`src/rtl/prim_shadow_reg_pkg.sv`:
```
// Shared types for the shadowed CSR: SW access modes, staging phase, write-value helper.
// No logic state; pure types and a combinational function.
// No flow control involved.
package prim_shadow_reg_pkg;

    typedef enum logic [1:0] {
        SwRW  = 2'd0,
        SwW1S = 2'd1,
        SwW1C = 2'd2
    } sw_access_e;

    typedef enum logic {
        PhIdle   = 1'b0,
        PhStaged = 1'b1
    } phase_e;

    // Value a SW write would produce, evaluated against the current committed value.
    function automatic logic [31:0] sw_newv(sw_access_e acc, logic [31:0] q, logic [31:0] wd);
        logic [31:0] v;
        v = wd;
        case (acc)
            SwW1S:   v = q | wd;
            SwW1C:   v = q & ~wd;
            default: v = wd;
        endcase
        return v;
    endfunction

endpackage

```
`src/rtl/prim_shadow_reg_if.sv`:
```
// Register-side bundle of the shadowed CSR: SW/HW write strobes in, committed value and status out.
// Combinational wiring only.
// No backpressure: strobes are accepted every cycle.
interface prim_shadow_reg_if #(
    parameter int unsigned DW = 5
) ();
    logic          we_i;
    logic [DW-1:0] wd_i;
    logic          re_i;
    logic          de_i;
    logic [DW-1:0] d_i;
    logic          qe_o;
    logic [DW-1:0] q_o;
    logic [DW-1:0] qs_o;
    logic          phase_o;
    logic          err_update_o;
    logic          err_storage_o;

    modport master (
        output we_i, wd_i, re_i, de_i, d_i,
        input  qe_o, q_o, qs_o, phase_o, err_update_o, err_storage_o
    );

    modport slave (
        input  we_i, wd_i, re_i, de_i, d_i,
        output qe_o, q_o, qs_o, phase_o, err_update_o, err_storage_o
    );
endinterface

```
`src/rtl/prim_shadow_reg_store.sv`:
```
// DW-wide storage flop with enable and parametrised async reset value.
// Latency: one cycle from en to q.
// No backpressure: loads whenever en is high.
module prim_shadow_reg_store #(
    parameter int unsigned   DW     = 5,
    parameter logic [DW-1:0] RESVAL = '0
) (
    input  logic          clk_i,
    input  logic          rst_ni,
    input  logic          en,
    input  logic [DW-1:0] d,
    output logic [DW-1:0] q
);

    always_ff @(posedge clk_i or negedge rst_ni) begin
        if (!rst_ni) begin
            q <= RESVAL;
        end else if (en) begin
            q <= d;
        end
    end

endmodule

```
`src/rtl/prim_shadow_reg.sv`:
```
// Shadowed CSR: SW commit needs two identical writes; inverted shadow copy checked continuously.
// Latency: q/qe/err_update one cycle after the strobe; err_storage combinational (sticky with PRIM_SHADOW_REG_STICKY_ERR_EN).
// No backpressure: every strobe is consumed in the cycle it is presented.
module prim_shadow_reg
    import prim_shadow_reg_pkg::*;
#(
    parameter int unsigned   DW       = 5,
    parameter sw_access_e    SwAccess = SwRW,
    parameter logic [DW-1:0] RESVAL   = '0
) (
    input logic              clk_i,
    input logic              rst_ni,
    prim_shadow_reg_if.slave bus
);

    logic [DW-1:0] q;
    logic [DW-1:0] shadow;
    logic [DW-1:0] newv;
    logic [DW-1:0] staged;
    logic [DW-1:0] q_d;
    phase_e        phase;
    logic          commit;
    logic          q_en;
    logic          qe;
    logic          err_update;
    logic          mismatch;

    always_comb begin
        newv = DW'(sw_newv(SwAccess, 32'(q), 32'(bus.wd_i)));
    end

    // A SW commit takes priority over a simultaneous HW write.
    assign commit = bus.we_i && (phase == PhStaged) && (newv == staged);
    assign q_en   = commit | bus.de_i;
    assign q_d    = commit ? newv : bus.d_i;

    prim_shadow_reg_store #(
        .DW     (DW),
        .RESVAL (RESVAL)
    ) u_committed (
        .clk_i  (clk_i),
        .rst_ni (rst_ni),
        .en     (q_en),
        .d      (q_d),
        .q      (q)
    );

    prim_shadow_reg_store #(
        .DW     (DW),
        .RESVAL (~RESVAL)
    ) u_shadow (
        .clk_i  (clk_i),
        .rst_ni (rst_ni),
        .en     (q_en),
        .d      (~q_d),
        .q      (shadow)
    );

    always_ff @(posedge clk_i or negedge rst_ni) begin
        if (!rst_ni) begin
            phase      <= PhIdle;
            staged     <= '0;
            qe         <= 1'b0;
            err_update <= 1'b0;
        end else begin
            qe         <= 1'b0;
            err_update <= 1'b0;
            if (bus.we_i) begin
                if (phase == PhIdle) begin
                    staged <= newv;
                    phase  <= PhStaged;
                end else begin
                    if (newv == staged) begin
                        qe <= 1'b1;
                    end else begin
                        err_update <= 1'b1;
                    end
                    phase <= PhIdle;
                end
            end else if (bus.re_i && (phase == PhStaged)) begin
                phase <= PhIdle;
            end
        end
    end

    assign mismatch = (q != ~shadow);

`ifdef PRIM_SHADOW_REG_STICKY_ERR_EN
    logic err_sticky;

    always_ff @(posedge clk_i or negedge rst_ni) begin
        if (!rst_ni) begin
            err_sticky <= 1'b0;
        end else if (mismatch) begin
            err_sticky <= 1'b1;
        end
    end

    assign bus.err_storage_o = mismatch | err_sticky;
`else
    assign bus.err_storage_o = mismatch;
`endif

    assign bus.q_o          = q;
    assign bus.qs_o         = q;
    assign bus.qe_o         = qe;
    assign bus.phase_o      = (phase == PhStaged);
    assign bus.err_update_o = err_update;

endmodule
```
`src/flat_wrapper.sv`:
```
// flat-port wrapper written by rule: the top's interface ports become plain ports
module prim_shadow_reg_flat import prim_shadow_reg_pkg::*;
#(
    parameter int unsigned   DW       = 5,
    parameter sw_access_e    SwAccess = SwRW,
    parameter logic [DW-1:0] RESVAL   = '0
)
  (clk_i, rst_ni, bus_we_i, bus_wd_i, bus_re_i, bus_de_i, bus_d_i, bus_qe_o, bus_q_o, bus_qs_o, bus_phase_o, bus_err_update_o, bus_err_storage_o);
  prim_shadow_reg_if #(.DW(DW)) bus_i ();
  input logic clk_i;
  input logic rst_ni;
  input wire logic [$bits(bus_i.we_i)-1:0] bus_we_i;
  input wire logic [$bits(bus_i.wd_i)-1:0] bus_wd_i;
  input wire logic [$bits(bus_i.re_i)-1:0] bus_re_i;
  input wire logic [$bits(bus_i.de_i)-1:0] bus_de_i;
  input wire logic [$bits(bus_i.d_i)-1:0] bus_d_i;
  output wire logic [$bits(bus_i.qe_o)-1:0] bus_qe_o;
  output wire logic [$bits(bus_i.q_o)-1:0] bus_q_o;
  output wire logic [$bits(bus_i.qs_o)-1:0] bus_qs_o;
  output wire logic [$bits(bus_i.phase_o)-1:0] bus_phase_o;
  output wire logic [$bits(bus_i.err_update_o)-1:0] bus_err_update_o;
  output wire logic [$bits(bus_i.err_storage_o)-1:0] bus_err_storage_o;
  assign bus_i.we_i = bus_we_i;
  assign bus_i.wd_i = bus_wd_i;
  assign bus_i.re_i = bus_re_i;
  assign bus_i.de_i = bus_de_i;
  assign bus_i.d_i = bus_d_i;
  assign bus_qe_o = bus_i.qe_o;
  assign bus_q_o = bus_i.q_o;
  assign bus_qs_o = bus_i.qs_o;
  assign bus_phase_o = bus_i.phase_o;
  assign bus_err_update_o = bus_i.err_update_o;
  assign bus_err_storage_o = bus_i.err_storage_o;
  prim_shadow_reg #(.DW(DW), .SwAccess(SwAccess), .RESVAL(RESVAL)) u_core (.clk_i(clk_i), .rst_ni(rst_ni), .bus(bus_i));
endmodule
```
`config.mk`:
```
export PLATFORM = sky130hd
export DESIGN_NAME = prim_shadow_reg_flat
export DESIGN_NICKNAME = d
export VERILOG_FILES = /design/src/rtl/prim_shadow_reg_pkg.sv /design/src/rtl/prim_shadow_reg_if.sv /design/src/rtl/prim_shadow_reg_store.sv /design/src/rtl/prim_shadow_reg.sv /design/src/flat_wrapper.sv
export SDC_FILE = /design/constraint.sdc
export NUM_CORES = 1
export LEC_CHECK = 0
export ABC_AREA = 1
export CAP_MARGIN = 20
export CORE_ASPECT_RATIO = 1.75
export CORE_MARGIN = 2
export CORE_UTILIZATION = 40
export DETAILED_ROUTE_END_ITERATION = 10
export PLACE_DENSITY_LB_ADDON = 0.3
export SKIP_LAST_GASP = 1
export SYNTH_ARGS = -nofsm -noshare
export SYNTH_HDL_FRONTEND = slang
export SYNTH_HIERARCHICAL = 1
export SYNTH_SLANG_ARGS = --single-unit
export TNS_END_PERCENT = 100
```
`constraint.sdc`:
```
create_clock -name clk_i -period 1.4 [get_ports clk_i]
set_clock_uncertainty 0.1 [all_clocks]
set_input_delay 0.21 -clock clk_i [delete_from_list [all_inputs] [get_ports clk_i]]
set_output_delay 0.21 -clock clk_i [all_outputs]
set_load 0.01 [all_outputs]
```
==> results.toml <==
[drt]
antenna_left = 0
wl_mm = 2.96
drtIter0Drc = 45
via_per_inst = 4.81
drc = 0
route.vias.total = 1145
wl_per_cell_microns = 12.4
drt_pre_antenna_iters = 5

[clocking]
htree_levels = 1
cts_tree = "built"
cts_sinks = 18
path_clk_slew_ns = 0.07
cts_made_buffers = 3
clk_path_buf_depth = 2
clk_latency_ns = 0.25
cts-root-buf = "clkbuf_8"

[worst_setup_path]
worstSetupPathType = "reg -> reg"
crit_required_ns = 1.45
worstPathMaxFanout = 8
crit_path_end_kind = "flop"
cp-startpoint = "u_core/staged[3]"
r2r_slack_ns = -0.18
worstReg2RegStart = "u_core/staged[3]"
ff2ff_path_depth = 10
worstSetupEndpoint = "u_core/u_committed/q[0]"
r2r_end = "u_core/u_committed/q[0]"
critical_path.startpoint_type = "flop"
arrival_ns = 1.63

[sta]
rsz0062_at_grt = "yes"
tightest_slew_ns = 0.269
timing.final.crit_period_ns = 1.58
relSlewSlack = 0.820
max_freq_mhz = 631
finalSetupViolations = 11
maxSlewViolCount = 0
hold_viol = 0
setup_ws_ns = -0.184
timing.final.crit_share = 1.13

[cells_and_area]
drive_above_1_share = 0.393
antenna_cells = 0
area_growth_pct = 65.1
num-nets-final = 227
fin_util = 0.681
stdcell_area_sq_mm = 0.00179

[hold_path]
hp-class = "in -> async"

[floorplan]
start_util = 0.413
dieArea_sq_mm = 0.00316
ioPinCount = 29
row_count = 25
core_region_area_sq_mm = 0.00263
die_w_microns = 43.4
die_height_microns = 72.9

[placed_design]
port_buffers = 28
gp_congestion = 0.849
dpl.hpwl_mm = 2.01
post_dp_cell_area_sq_mm = 0.00155

[power]
internal_power_w = 0.00107
pwr-share-clk = 0.240
p_leak_nw = 0.968
switchingPower_w = 0.000497
irDropWorstVdd_v = 0.000618
p_total_w = 0.00156
power_density_mw_per_mm2 = 873
pwr-share-comb = 0.351
switching_share = 0.318
p_seq_frac = 0.409

[global_routing]
grt_pass1_wl_mm = 4.61
antenna_found_initial = 0
grt_overflow_total = 0
use_met2 = 0.367
grt_usage = 0.190
grt_pass1_vias = 1116
grt_util_met3 = 0.0297
grt_max_degree = 19
grtUsageMet1 = 0.202
top_usage_layer = "met2"

[synth]
syn_nets = 173
synth_cells = 158
yosys_warnings = 6
synth_cell_types = 18
synth-seq-cells = 18
syn_area_per_cell_sq_um = 6.87
mappedNetlistArea_sq_mm = 0.00108
yosysSeqAreaShare = 0.421

[status]
status = "finished, violations left"
violations = "negative setup slack"

[job]
maxCapViolCount = 0
-- through the flow --
step / setup slack [ns] / instances / TNS (ns) / hold WS [ns]
3_5_place_dp: -0.560 / 231 / -6.50 / 0.361
2_1_floorplan: 0.0440 / 158 / 0 / -0.186
5_1_grt: -0.274 / 238 / -2.11 / 0.216
3_3_place_gp: -0.540 / 231 / -6.20 / 0.358
4_1_cts: -0.228 / 237 / -1.26 / 0.189
6_report: -0.184 / 238 / -1.33 / 0.186
-- critical path, stage by stage (launching register included) --
cell and delay [ns]:
dfrtp_1 0.41, inv_2 0.05, nand2_1 0.06, nand2_1 0.08, nor2_2 0.13, nand4_4 0.20
buf_6 0.21, nand2_2 0.05, nand2_1 0.05, nand2_1 0.08, nand2_1 0.05
-- cell usage after synthesis, drive strengths merged --
cell type | n | area share
xnor2 | 2 | 0.016
or2 | 1 | 0.0058
nor2 | 5 | 0.020
dfstp | 5 | 0.12
buf | 9 | 0.065
nand2 | 78 | 0.27
inv | 22 | 0.076
o21ai | 6 | 0.028
xor2 | 3 | 0.024
dfrtp | 13 | 0.30
nand3 | 11 | 0.051
nor3b | 1 | 0.0069
nand4 | 2 | 0.017
-- cells by family after synthesis --
kind of cell,count (synthesis),share of synthesized area
AO/OA/AOI/OAI,6,0.0277
XOR/XNOR,5,0.0404
buffers and inverters,31,0.141
flip-flops,18,0.421
AND/OR/NAND/NOR,98,0.370
-- placed cells by master (no fill, tap or decap) --
| cell | count |
|---|---|
| dfstp_2 | 5 |
| nand2_1 | 55 |
| nand4_4 | 1 |
| nor3b_2 | 1 |
| clkbuf_8 | 3 |
| inv_2 | 6 |
| buf_4 | 21 |
| clkdlybuf4s50_1 | 9 |
| nand2_4 | 3 |
| o21ai_0 | 6 |
| nand2_2 | 19 |
| nand3_2 | 5 |
| xnor2_2 | 2 |
| clkbuf_1 | 1 |
| or2_2 | 1 |
| buf_2 | 1 |
| inv_4 | 1 |
| buf_6 | 8 |
| nand4_1 | 1 |
| xor2_1 | 3 |
| buf_12 | 1 |
| nand2_8 | 1 |
| inv_1 | 14 |
| nor2_2 | 1 |
| inv_8 | 1 |
| nor2_4 | 2 |
| dlygate4sd2_1 | 11 |
| nand3_1 | 6 |
| nor2_1 | 2 |
| dfrtp_1 | 13 |
| clkdlybuf4s15_1 | 6 |
| dlymetal6s2s_1 | 1 |
-- final cells by class --
class	instances	area, sq um
Multi-Input combinational cell	109	631
Fill cell	230	837
Sequential cell	18	457
Timing Repair Buffer	58	532
Clock buffer	4	45.0
Tap cell	27	33.8
Inverter	22	92.6
-- power by group through the flow --
stage          clock network [W]  registers, W  logic [W]
6_report                0.000376      0.000639   0.000549
5_1_grt                 0.000408      0.000646   0.000599
4_1_cts                 0.000391      0.000637   0.000501
3_5_place_dp                   0      0.000643   0.000471
3_3_place_gp                   0      0.000639   0.000461
2_1_floorplan                  0      0.000654   0.000215
-- layer usage --
metal,part of all wire,vias up,routed length (microns)
li1,-,576,-
met1,0.36,539,1060
met2,0.60,28,1770
met3,0.036,2,106
met4,0.0074,0,22
met5,0,-,0
-- worst min path at each step --
stage	from	to	slack (ns)	depth (start not counted)
final	rst_ni	u_core/u_committed/q[0]	0.19	2
after global routing	rst_ni	u_core/u_committed/q[0]	0.22	2
after CTS	rst_ni	u_core/u_committed/q[0]	0.19	2
after detailed placement	u_core/u_shadow/q[4]	u_core/u_shadow/q[4]	0.36	2
after global placement	u_core/u_shadow/q[2]	u_core/u_shadow/q[2]	0.36	2
after floorplan	rst_ni	u_core/bus.err_update_o	-0.19	0
-- state kept, by name, summed over array words and instances (netlist names) --
register	flops
u_core/bus.phase_o	1
u_core/u_committed/q	5
u_core/staged	5
u_core/u_shadow/q	5
u_core/bus.err_update_o	1
u_core/bus.qe_o	1
-- timing repair --
action,in CTS,in global routing
endpoints found under the hold margin,0,0
endpoints found under the setup margin,26,17
setup buffers,2,1
hold buffers,0,0
cloned,0,0
pin swaps,24,16
gates resized for setup,52,31
No activity file was read; power rests on OpenSTA's default activity.
